## src/rtl/ex_mem_stage.sv

```systemverilog
// rtl/ex_mem_stage.sv - EX->MEM pipeline register with architectural NZCV flags
//
// Purpose: registers one instruction per cycle from EX into MEM (ALU result,
// store data, destination, MEM/WB controls, zero detect) and owns the NZCV
// flag register, which only flag-setting ops (ADDS/SUBS/ANDS) update.
// Priority per edge: flush (bubble) > stall (hold) > load.
//
// Optional feature macro: FLAG_BYPASS_EN
//   defined   : flags_cond forwards ex_flags combinationally for a valid,
//               loading flag-setter so B.cond right behind it needs no stall.
//   undefined : flags_cond = flags_q.
//
// Ports:
//   clk, reset_n              clock, asynchronous active-low reset
//   ex_valid                  EX holds a real instruction
//   ex_alu_result [DATA_W]    ALU output
//   ex_store_data [DATA_W]    forwarded Rt for STUR
//   ex_rd [REG_AW]            destination register
//   ex_reg_write, ex_mem_read, ex_mem_write, ex_mem_to_reg   controls
//   ex_set_flags, ex_flags[4] flag update enable and {N,Z,C,V}
//   stall, flush              hold / bubble
//   mem_valid, mem_alu_result, mem_store_data, mem_rd        registered stage
//   mem_reg_write, mem_mem_read, mem_mem_write, mem_mem_to_reg  gated controls
//   mem_zero                  registered (ex_alu_result == 0)
//   flags_q[4]                architectural NZCV
//   flags_cond[4]             NZCV seen by B.cond

module ex_mem_stage #(
  parameter int DATA_W = 64,
  parameter int REG_AW = 5
) (
  input  logic              clk,
  input  logic              reset_n,
  input  logic              ex_valid,
  input  logic [DATA_W-1:0] ex_alu_result,
  input  logic [DATA_W-1:0] ex_store_data,
  input  logic [REG_AW-1:0] ex_rd,
  input  logic              ex_reg_write,
  input  logic              ex_mem_read,
  input  logic              ex_mem_write,
  input  logic              ex_mem_to_reg,
  input  logic              ex_set_flags,
  input  logic [3:0]        ex_flags,
  input  logic              stall,
  input  logic              flush,
  output logic              mem_valid,
  output logic [DATA_W-1:0] mem_alu_result,
  output logic [DATA_W-1:0] mem_store_data,
  output logic [REG_AW-1:0] mem_rd,
  output logic              mem_reg_write,
  output logic              mem_mem_read,
  output logic              mem_mem_write,
  output logic              mem_mem_to_reg,
  output logic              mem_zero,
  output logic [3:0]        flags_q,
  output logic [3:0]        flags_cond
);

  // A flush only has to kill the controls; data registers keep their old
  // contents since nothing downstream consumes them while mem_valid is low.
  always_ff @(posedge clk or negedge reset_n) begin
    if (!reset_n) begin
      mem_valid      <= 1'b0;
      mem_alu_result <= '0;
      mem_store_data <= '0;
      mem_rd         <= '0;
      mem_reg_write  <= 1'b0;
      mem_mem_read   <= 1'b0;
      mem_mem_write  <= 1'b0;
      mem_mem_to_reg <= 1'b0;
      mem_zero       <= 1'b0;
      flags_q        <= 4'b0000;
    end else if (flush) begin
      mem_valid      <= 1'b0;
      mem_reg_write  <= 1'b0;
      mem_mem_read   <= 1'b0;
      mem_mem_write  <= 1'b0;
      mem_mem_to_reg <= 1'b0;
    end else if (!stall) begin
      mem_valid      <= ex_valid;
      mem_alu_result <= ex_alu_result;
      mem_store_data <= ex_store_data;
      mem_rd         <= ex_rd;
      // Controls are gated so a bubble can never write the RF or memory.
      mem_reg_write  <= ex_reg_write  & ex_valid;
      mem_mem_read   <= ex_mem_read   & ex_valid;
      mem_mem_write  <= ex_mem_write  & ex_valid;
      mem_mem_to_reg <= ex_mem_to_reg & ex_valid;
      mem_zero       <= (ex_alu_result == '0);
      if (ex_valid && ex_set_flags) begin
        flags_q <= ex_flags;
      end
    end
  end

`ifdef FLAG_BYPASS_EN
  assign flags_cond = (ex_valid & ex_set_flags & ~stall & ~flush) ? ex_flags : flags_q;
`else
  assign flags_cond = flags_q;
`endif

  // A load and a store in one instruction is an illegal decode.
  a_no_read_and_write: assert property (
    @(posedge clk) disable iff (!reset_n)
    (ex_valid && !stall && !flush) |-> !(ex_mem_read && ex_mem_write)
  );

endmodule

```

## config.mk

```make
export PLATFORM = sky130hd
export DESIGN_NAME = ex_mem_stage
export DESIGN_NICKNAME = d
export VERILOG_FILES = /design/src/rtl/ex_mem_stage.sv
export SDC_FILE = /design/constraint.sdc
export NUM_CORES = 1
export LEC_CHECK = 0
export BUFFER_PORTS_ARGS = -buffer_cell sky130_fd_sc_hd__clkbuf_2
export CAP_MARGIN = 25
export CELL_PAD_IN_SITES_DETAIL_PLACEMENT = 0
export CELL_PAD_IN_SITES_GLOBAL_PLACEMENT = 1
export CORE_MARGIN = 5
export CORE_UTILIZATION = 37
export CTS_CLUSTER_DIAMETER = 40
export DETAILED_ROUTE_END_ITERATION = 12
export GPL_ROUTABILITY_DRIVEN = 0
export GPL_TIMING_DRIVEN = 0
export PLACE_DENSITY_LB_ADDON = 0.15
export SYNTH_ARGS = -nofsm -noshare
export SYNTH_HDL_FRONTEND = slang
export SYNTH_SLANG_ARGS = --single-unit
```

## constraint.sdc

```tcl
create_clock -name clk -period 1.2 [get_ports clk]
set_input_delay 0.06 -clock clk [delete_from_list [all_inputs] [get_ports clk]]
set_output_delay 0.06 -clock clk [all_outputs]
set_load 0.005 [all_outputs]
```

## Word-level counts from Yosys, hierarchy flattened

Index checks and enable logic that the tools add are counted.

| word-level totals | value |
|---|---|
| flip-flop bits (word level) | 143 |
| logic and storage cells | 31 |
| output and inout port bits | 147 |

| cells by class | value |
|---|---|
| bitwise logic cells | 6 |
| reductions and logical operators | 4 |
| equal/unequal tests | 1 |
| muxes and demuxes | 10 |

Operators with widths:

| operator | count |
|---|---|
| $logic_not 64->1 | 1 |
| $mux 1 | 10 |
| $and 1x1->1 | 4 |
| $reduce_and 3->1 | 1 |
| $ne 2x1->1 const B | 1 |
| $not 1->1 | 2 |
| $reduce_and 2->1 | 1 |
| $logic_and 1x1->1 | 1 |

## Logic depth before layout (Yosys ltp)

Gate-level depths: netlist of the first run.

| logic depth | value |
|---|---|
| depth in word-level cells | 3 |
| depth in mapped cells | 5 |
| mapped depth without buffers | 4 |

## Least setup slack after synthesis of the first run

No wires, ideal clock.

| timing path | value |
|---|---|
| kind | input-to-reg |
| from | input port flush |
| to | register mem_alu_result[0] |
| setup slack | 9 ps |
| buffers on the path | 3 |
| arrival | 1,066 ps |
| library setup time | 125 ps |
| data required time | 1,075 ps |
| cell stages on the path | 5 |
| cells stage by stage | buf_2 nor2_8 buf_2 buf_4 mux2_2 |

| between the ends | value |
|---|---|
| word-level cells in the longest chain between the ends | 2 |

Ends and longest elaborated chain:

| item | RTL line | text |
|---|---|---|
| from (decl) | 45 | `input logic flush,` |
| $not 1->1 (no source line) | n/a |  |
| $reduce_and 2->1 (no source line) | n/a |  |
| to (signal assigned) | 81 | `mem_alu_result <= ex_alu_result;` |
| to (decl) | 47 | `output logic [DATA_W-1:0] mem_alu_result,` |

No other way between the ends.
A chain may end at the register's enable or synchronous reset.

## Final worst setup path of the first run

| timing path | value |
|---|---|
| from | register flags_q[3], in the netlist flags_cond[3] |
| to | output port flags_q[3] |

RTL lines:

| item | RTL line | text |
|---|---|---|
| from (decl) | 55 | `output logic [3:0] flags_q,` |
| from (signal assigned) | 91 | `flags_q <= ex_flags;` |

No word-level cell between the ends.

==> run summary, run 1 <==
Vias: 4460
Switching fraction of total power: 23.5%
DR DRC count: 0
CTS root buf: clkbuf_16
Slew @ Worst Pin: 0.489 ns
Synth area leaders: dfrtp_1, mux2_2, nor4_1
Register area share after synthesis: 65.3%
Hold Crit Class: input pin to flip-flop
Cell Area, Placed: 7210 µm²
Commonest non-fill, non-tap cells in the layout: clkbuf_2, dfrtp_1, dlygate4sd3_1
Hpwl dp: 12000 µm
PortBufs: 291
Count of final hold-check violations: 0
Commonest non-fill, non-tap cell in the layout: clkbuf_2
Worst path top cell family by delay: flip-flops
VDD IR max: 0.846 mV
DR WL/cell: 16.5 µm
Final WL: 16300 µm
Clk sinks: 143
Max frequency: 916 MHz
Nets: 939
Fin util: 63.4%
Relative max-transition margin: 67.1%
Pin count of the biggest net entering global routing: 93
DR pass1 iterations: 4
Worst Slack Setup Final: 0.109 ns
CTS tree: done
Clock Path Buffers: 2
Max-slew violation count: 0
Net Count, Synth: 485
Largest regs: mem_alu_result x64, mem_store_data x64, mem_rd x5
Non-Filler Instances: 987
CTS clk-pin slew, worst paths: 0.05 ns
Hold Path Depth: 4
Status: finished clean
Cells on worst reg2reg path: 1
Fin crit share: 90.9%
CP Launch Type: flip-flop
Largest area contributor in the netlist: dfrtp_1
Crit path kind: flip-flop to output pin
Vias in the first global route: 4901
Layout cell share with drive strength beyond 1: 59.5%
Post-Synthesis Cells: 338
Initial detailed-routing violation count: 114
Grt ovf: 0
Die Width: 132 µm
Synth top area share: 65.3%
Placed insts: 814
Worst Setup End Kind: output pin
Final setup viols: 0
Core area: 14500 µm²
Worst path max stage delay: 0.39 ns
Initial Utilization: 37.7%
Fin crit period: 1.09 ns
Pwr Total: 13500 µW
Psw: 3190 µW
Via-per-instance ratio: 4.52
Initial antenna violation count: 0
Clock share of power: 37.5%
Num CTS Buffers: 17
Distinct cells, synth: 18
Io pins: 294
Sequential Power Share: 43.5%
Cell Pwr Density: 1470 nW/µm²
Critical path buffers and inverters: 2
Combinational share of power: 19.0%
Crit path max fanout: 3
Die Area: 17400 µm²
Row cnt: 44
Syn Area/Cell: 16.2 µm²
Cell area after synthesis: 5480 µm²
Place WS: -0.349 ns
Max Cap Violations: 0
Crit-path cells: buf_4, clkbuf_2
CP max-delay cell: dfrtp_1
Ant. Diodes: 0
Clock H-tree levels: 4
Clock Latency Late Sink: 0.40 ns
Layout area overhead: 68.1%
Setup Fix Bufs, Post-CTS: 0
Cell depth of the worst setup path: 2
Global-route wire length before repair: 26400 µm
Crit path arrival time: 1.03 ns
Critical Path RT: 1.14 ns
LEAKAGE: 0.00446 µW
RSZ-0062 raised after global routing: no
Seq cells post-synth: 143
Post-route design area: 9220 µm²
Clock tree skew after final layout: 0 ns
Internal: 10400 µW
Die H: 132 µm
Antenna-violating nets left: 0
Syn. warnings: 0
Gr usage total: 19.1%
metal layers:
| metal | up-vias | part of all wire, % | GRT usage (%) |
|---|---|---|---|
| li1 | 2128 | - | - |
| met3 | 19 | 8.1 | 7.56 |
| met1 | 2136 | 40 | 22.1 |
| met5 | - | 0 | 0 |
| met4 | 0 | 1.5 | 5.94 |
| met2 | 177 | 51 | 32.5 |
synthesized netlist by cell type (all sizes together):
library cell,number
dfrtp,143
mux2,137
buf,20
nor4,16
nor2,6
a22oi,4
nand4,3
o21ai,2
a21oi,1
and3,1
clkbuf,1
nand2,1
nand3,1
nor2b,1
or4,1
area by class of cell:
| class | count | area (µm²) |
|---|---|---|
| fillers | 1150 | 5320 |
| flip-flops and latches | 143 | 3580 |
| repair buffers | 435 | 2920 |
| multi-input cells | 174 | 1780 |
| clock buffers | 24 | 492 |
| well taps | 184 | 230 |
| plain buffers | 21 | 131 |
| clock inverters | 6 | 82.6 |
cell families (layout without fill, tap and decap cells):
| kind of cell | after synthesis | after routing | synth area share, % |
|---|---|---|---|
| compound gates | 7 | 7 | 0.821 |
| buf+inv | 21 | 486 | 2.40 |
| flops | 143 | 143 | 65.3 |
| mux | 137 | 137 | 28.1 |
| simple gates | 30 | 30 | 3.40 |
metrics by stage:
step	hold slack, ns	TNS, ns
global route	0.0235	0
CTS	0.0232	0
global placement	0.294	-353.22
finish	0.00263	0
floorplan	-0.236	0
detailed placement	0.0460	-28.27
worst min-delay path: stages:
cell      delay, ns
clkbuf_2       0.10
nor4_2         0.05
nand3_1        0.09
o21ai_1        0.07
timing repair:
| action | 4_1_cts | 5_1_grt |
|---|---|---|
| endpoints found under the setup margin | 0 | 1 |
| hold endpoints to repair | 193 | 0 |
| resized for setup | 0 | 1 |
| hold buffers | 143 | 0 |
power groups by stage:
stage,combinational [µW],clock [µW],sequential (µW)
after global routing,2820,5440,5980
after detailed placement,2250,0,5970
after floorplan,840,0,6010
final,2570,5080,5890
after CTS,2620,5220,5890
after global placement,2200,0,5940
path summary, 6_finish.rpt:
kind | slack, ns | to | from
max | 0.11 | flags_q[3] | flags_cond[3]$_DFFE_PN0P_
min | 0.003 | mem_zero$_DFFE_PN0P_ | ex_alu_result[30]
max reg2reg | 0.42 | mem_store_data[38]$_DFFE_PN0P_ | mem_store_data[38]$_DFFE_PN0P_
min reg2reg | 0.50 | mem_alu_result[63]$_DFFE_PN0P_ | mem_alu_result[63]$_DFFE_PN0P_
max in group asynchronous | 0.22 | mem_alu_result[46]$_DFFE_PN0P_ | reset_n
min in group asynchronous | 0.18 | mem_store_data[28]$_DFFE_PN0P_ | reset_n
(Power assumes the default switching activity.)
==> run 2, diff against run 1 <==
--- a/config.mk
+++ b/config.mk
@@ -9,13 +9,12 @@
 export CAP_MARGIN = 25
 export CELL_PAD_IN_SITES_DETAIL_PLACEMENT = 0
 export CELL_PAD_IN_SITES_GLOBAL_PLACEMENT = 1
-export CORE_MARGIN = 5
 export CORE_UTILIZATION = 37
 export CTS_CLUSTER_DIAMETER = 40
 export DETAILED_ROUTE_END_ITERATION = 12
 export GPL_ROUTABILITY_DRIVEN = 0
 export GPL_TIMING_DRIVEN = 0
-export PLACE_DENSITY_LB_ADDON = 0.15
+export PLACE_DENSITY_LB_ADDON = 0.1
 export SYNTH_ARGS = -nofsm -noshare
 export SYNTH_HDL_FRONTEND = slang
 export SYNTH_SLANG_ARGS = --single-unit
==> constraint.sdc (replaced) <==
create_clock -name clk -period 1.2 [get_ports clk]
set_input_delay 0.06 -clock clk [delete_from_list [all_inputs] [get_ports clk]]
set_output_delay 0.06 -clock clk [all_outputs]
set_load 0.05 [all_outputs]
==> run 2 against run 1 <==
  * Non-clock buffer count unchanged
  * Total power increased by 22%
  * Register-to-register slack about the same
  * Critical path depth unchanged
  * Count of clock-buffer cells in the layout decreased by 3
  * Combinational power increased by 100%
  * First-iteration DRC count decreased by 1.8%
  * Sequential power about the same
  * Worst setup slack got worse by 0.069 ns
  * Clock power increased by 6.7%
  * Largest cell class unchanged
  * Largest power group unchanged
==> run summary, run 2 (same netlist as run 1, synthesis figures left out) <==
Crit path max fanout: 3
CTS root buf: clkbuf_16
CP max-delay cell: dfrtp_1
Crit path kind: flip-flop to output pin
Commonest non-fill, non-tap cells in the layout: clkbuf_2, dfrtp_1, dlygate4sd3_1
Crit-path cells: buf_4, clkbuf_8
Slew @ Worst Pin: 0.532 ns
Worst Setup End Kind: output pin
Relative max-transition margin: 64.2%
Row cnt: 44
Global-route wire length before repair: 23500 µm
Min Hold Slack: 0.0498 ns
Post-route design area: 9300 µm²
Max frequency: 862 MHz
Layout area overhead: 69.6%
Gr usage total: 20.7%
Hpwl dp: 11100 µm
Pin count of the biggest net entering global routing: 90
Ant. Diodes: 0
Max-slew violation count: 0
Die Width: 124 µm
Cell Pwr Density: 1780 nW/µm²
Io pins: 294
Initial antenna violation count: 0
CTS tree: done
Clock tree skew after final layout: 0 ns
Fin crit share: 96.6%
Initial Utilization: 37.9%
Num CTS Buffers: 17
RSZ-0062 raised after global routing: no
DR DRC count: 0
Non-Filler Instances: 989
Die Area: 15300 µm²
Via-per-instance ratio: 4.60
Vias in the first global route: 4713
Clk sinks: 143
Worst setup path endpoint: flags_q[2]
Launch point of the worst path: flags_cond[2]$_DFFE_PN0P_
CTS clk-pin slew, worst paths: 0.06 ns
Commonest non-fill, non-tap cell in the layout: clkbuf_2
Initial detailed-routing violation count: 112
Die H: 124 µm
Nets: 939
Worst path top cell family by delay: flip-flops
Final WL: 15800 µm
Layout cell share with drive strength beyond 1: 60.0%
RR Startpoint: flags_cond[1]$_DFFE_PN0P_
Worst path max stage delay: 0.39 ns
Grt ovf: 0
VDD IR max: 1.02 mV
Count of final hold-check violations: 0
Largest regs: mem_alu_result x64, mem_store_data x64, mem_rd x5
Pwr Total: 16500 µW
Hold Crit Class: input pin to flip-flop
Clock Path Buffers: 2
R2R Path End: flags_cond[1]$_DFFE_PN0P_
Cell depth of the worst setup path: 2
Setup Fix Bufs, Post-CTS: 0
Critical path buffers and inverters: 2
R2R setup slack: 0.42 ns
Max Cap Violations: 0
Fin util: 64.2%
DR pass1 iterations: 4
CP Launch Type: flip-flop
Fin crit period: 1.16 ns
Cell Area, Placed: 7210 µm²
Core area: 14500 µm²
Clock H-tree levels: 4
DR WL/cell: 16.0 µm
Crit path arrival time: 1.10 ns
Antenna-violating nets left: 0
Final setup viols: 0
Vias: 4549
Clock Latency Late Sink: 0.41 ns
Cells on worst reg2reg path: 1
Placed insts: 814
LEAKAGE: 0.00450 µW
PortBufs: 291
Critical Path RT: 1.14 ns
Status: finished clean
run 2: power breakdown:
| part | total, µW | internal, µW | switching (µW) | leakage, µW |
|---|---|---|---|---|
| logic | 5220 | 1650 | 3570 | 0.00250 |
| clock network | 5420 | 3470 | 1950 | 0.000308 |
| registers | 5880 | 5530 | 357 | 0.00169 |
run 2: final cells by class:
type,count,area (µm²)
Buffer,21,131
Clock buffer,21,480
Clock inverter,11,136
Fill cell,1122,5180
Multi-Input combinational cell,174,1780
Sequential cell,143,3580
Tap cell,184,230
Timing Repair Buffer,435,2960
run 2: per-stage QoR:
stage	worst slack, ns	setup TNS [ns]
finish	0.0402	0
global route	0.00493	0
CTS	0.00639	0
detailed placement	-0.346	-28.10
global placement	-2.35	-359.08
floorplan	0.00950	0
run 2: worst min-delay path by stage:
| stage | cells after the start | slack (ns) | endpoint | from |
|---|---|---|---|---|
| 2_1_floorplan | 0 | -0.24 | flags_cond[0]$_DFFE_PN0P_ | reset_n |
| 3_3_place_gp | 2 | 0.29 | mem_store_data[47]$_DFFE_PN0P_ | ex_store_data[47] |
| 3_5_place_dp | 1 | 0.05 | mem_store_data[8]$_DFFE_PN0P_ | reset_n |
| 4_1_cts | 5 | 0.03 | mem_zero$_DFFE_PN0P_ | ex_alu_result[12] |
| 5_1_grt | 3 | 0.06 | mem_valid$_DFFE_PN0P_ | stall |
| 6_report | 3 | 0.05 | mem_valid$_DFFE_PN0P_ | stall |
run 2: layer usage:
metal | global-route usage, % | vias to the layer above | part of all wire, %
li1 | - | 2144 | -
met1 | 22.8 | 2190 | 38
met2 | 35.2 | 184 | 51
met3 | 7.46 | 31 | 8.6
met4 | 9.86 | 0 | 2.6
met5 | 0 | - | 0
run 2: what timing repair did:
action	in CTS	in global routing
endpoints found under the hold margin	196	0
gates resized for setup	8	4
endpoints found under the setup margin	4	4
hold buffers	143	0
pin swaps	0	0
==> run 3, diff against run 2 <==
--- a/config.mk
+++ b/config.mk
@@ -5,11 +5,12 @@
 export SDC_FILE = /design/constraint.sdc
 export NUM_CORES = 1
 export LEC_CHECK = 0
+export ABC_AREA = 1
 export BUFFER_PORTS_ARGS = -buffer_cell sky130_fd_sc_hd__clkbuf_2
 export CAP_MARGIN = 25
 export CELL_PAD_IN_SITES_DETAIL_PLACEMENT = 0
 export CELL_PAD_IN_SITES_GLOBAL_PLACEMENT = 1
-export CORE_UTILIZATION = 37
+export CORE_UTILIZATION = 34
 export CTS_CLUSTER_DIAMETER = 40
 export DETAILED_ROUTE_END_ITERATION = 12
 export GPL_ROUTABILITY_DRIVEN = 0
==> run 3 against run 2 <==
  * Critical path depth did not move
  * Count of clock-buffer cells in the layout rose by 1
  * Via count rose by 27%
  * Clock power rose by 7.7%
==> run summary, run 3 <==
Die Width: 131 µm
Hold Path Depth: 3
Min Hold Slack: 0.0797 ns
Clock Path Buffers: 2
VDD IR max: 0.956 mV
Initial antenna violation count: 1
Synth cell count leaders: nand2_1, dfrtp_1, nor2_1
Via-per-instance ratio: 4.28
R2R Path End: flags_cond[1]$_DFFE_PN0P_
Crit-path cells: buf_4, clkbuf_8
Syn. warnings: 0
Clock Latency Late Sink: 0.41 ns
Critical path buffers and inverters: 2
Hold wc startpoint: ex_set_flags
Setup TNS: 0 ns
Worst Setup End Kind: output pin
Crit path arrival time: 1.10 ns
Die H: 131 µm
Pin count of the biggest net entering global routing: 90
CP Launch Type: flip-flop
Cell Pwr Density: 1690 nW/µm²
Layout cell share with drive strength beyond 1: 31.8%
Largest area contributor in the netlist: dfrtp_1
Async S/R FF share, synth: 100%
CP max-delay cell: dfrtp_1
Main synth FF type: dfrtp_1
Crit path kind: flip-flop to output pin
Io pins: 294
Vias in the first global route: 5587
Commonest non-fill, non-tap cell in the layout: nand2_1
Grt ovf: 0
Crit path max fanout: 3
LEAKAGE: 0.00541 µW
Relative max-transition margin: 67.9%
Worst path top cell family by delay: flip-flops
Count of final hold-check violations: 0
Ant. Diodes: 0
Clock H-tree levels: 4
RR Startpoint: flags_cond[1]$_DFFE_PN0P_
Gr usage total: 21.3%
Max frequency: 864 MHz
Initial detailed-routing violation count: 207
Vias: 5766
Worst path max stage delay: 0.39 ns
FILL cells: 1455
Fin crit share: 96.4%
CTS clk-pin slew, worst paths: 0.06 ns
Commonest non-fill, non-tap cells in the layout: nand2_1, clkbuf_2, dlygate4sd3_1
Hold Crit Class: input pin to flip-flop
Max-slew violation count: 0
Clock tree skew after final layout: 0 ns
Cell area after synthesis: 5650 µm²
Distinct cells, synth: 14
Core area: 16100 µm²
Hold EP: flags_cond[3]$_DFFE_PN0P_
DR DRC count: 0
Antenna-violating nets left: 0
Fin util: 59.9%
Top-count cell post-synth: nand2_1
Post-synth EDFFs: 0
CTS root buf: clkbuf_16
Seq cells post-synth: 143
Cells on worst reg2reg path: 2
Global-route wire length before repair: 27500 µm
Slew @ Worst Pin: 0.482 ns
Final WL: 18400 µm
Register area share after synthesis: 63.3%
Num CTS Buffers: 17
Critical Path RT: 1.14 ns
Hpwl dp: 12800 µm
Synth area leaders: dfrtp_1, nand2_1, nor2_1
Nets: 1265
CTS tree: done
Fin crit period: 1.16 ns
Net Count, Synth: 803
Die Area: 17100 µm²
Post-Synthesis Cells: 656
Final setup viols: 0
Cell Area, Placed: 7420 µm²
Synth top area share: 63.3%
Row cnt: 46
Largest regs: mem_alu_result x64, mem_store_data x64, mem_rd x5
Post-route design area: 9620 µm²
Clk sinks: 143
R2R setup slack: 0.25 ns
Layout area overhead: 70.2%
Initial Utilization: 35.2%
Syn Area/Cell: 8.61 µm²
Status: finished clean
Max Cap Violations: 0
PortBufs: 293
DR WL/cell: 13.6 µm
DR pass1 iterations: 4
[run 3: changes by cell type after synthesis, moves of 3 or more]
cell,before,now
nand2_1,1,409
mux2_2,137,0
inv_1,0,7
nand3_1,1,11
buf_2,9,22
mux2_1,0,4
o21ai_0,1,4
nor4_1,16,0
a22oi_1,4,0
nor2_1,5,38
[run 3: area by class of cell]
class	instances	area (µm²)	share of cell area, %
buffer	34	208	2.16
clock buffer	22	474	4.93
clock inverter	10	183	1.90
inverter	7	26.3	0.273
multi-input combinational	472	1840	19.1
sequential	143	3580	37.2
tap	216	270	2.81
timing repair buffer	443	3040	31.6
[run 3: worst max path at each step]
stage                               from  slack [ns]                        endpoint  depth (start not counted)
3_5_place_dp                       stall       -0.09       flags_cond[2]$_DFFE_PN0P_                          5
3_3_place_gp                     reset_n       -2.53  mem_store_data[63]$_DFFE_PN0P_                          1
2_1_floorplan  flags_cond[0]$_DFFE_PN0P_        0.17       flags_cond[0]$_DFFE_PN0P_                          1
4_1_cts        flags_cond[3]$_DFFE_PN0P_       0.001                      flags_q[3]                          2
5_1_grt        flags_cond[3]$_DFFE_PN0P_      -0.002                   flags_cond[3]                          1
6_report       flags_cond[0]$_DFFE_PN0P_        0.04                      flags_q[0]                          2
[run 3: kinds of logic (layout without fill, tap and decap cells)]
group | after synthesis | in the layout | share of synthesized area [%]
DFF | 143 | 143 | 63.3
buffers and inverters | 41 | 516 | 4.08
and+or+nand+nor | 463 | 463 | 31.3
AOI/OAI and AO/OA | 5 | 5 | 0.487
muxes | 4 | 4 | 0.797
[run 3: worst reg2reg max path: cells and delay by family, from the launching register on]
family	cells	cell delay, ns
muxes	1	0.30
buffers and inverters	1	0.14
DFF	1	0.39
[run 3: through the flow]
| stage | total power [µW] | worst slack, ns | instances |
|---|---|---|---|
| final | 16300 | 0.0431 | 1347 |
| after global routing | 16900 | -0.00191 | 1347 |
| after CTS | 16400 | 0.00138 | 1347 |
| after detailed placement | 10100 | -0.0908 | 1166 |
| after global placement | 10000 | -2.53 | 1165 |
| after floorplan | 8740 | 0.168 | 656 |
[run 3: report_power, final]
group          leakage (µW)  total, µW  internal (µW)  switching, µW
Combinational       0.00332       4660           1310           3360
Clock              0.000312       5840           3850           1990
Sequential          0.00177       5750           5420            330
Total               0.00541      16300          10600           5670
[run 3: timing repair]
| action | in CTS | in global routing |
|---|---|---|
| hold buffers | 149 | 0 |
| hold endpoints to repair | 196 | 0 |
| buffers inserted | 0 | 1 |
| cloned | 0 | 0 |
| setup endpoints to repair | 4 | 7 |
| gates resized for setup | 8 | 5 |
[run 3: routing by layer]
layer	wire length, µm	GRT usage (%)	up-vias
met5	12	0	-
met4	381	8.32	2
met2	9030	36.4	198
met1	7470	24.7	2622
met3	1460	7.00	29
li1	-	-	2915
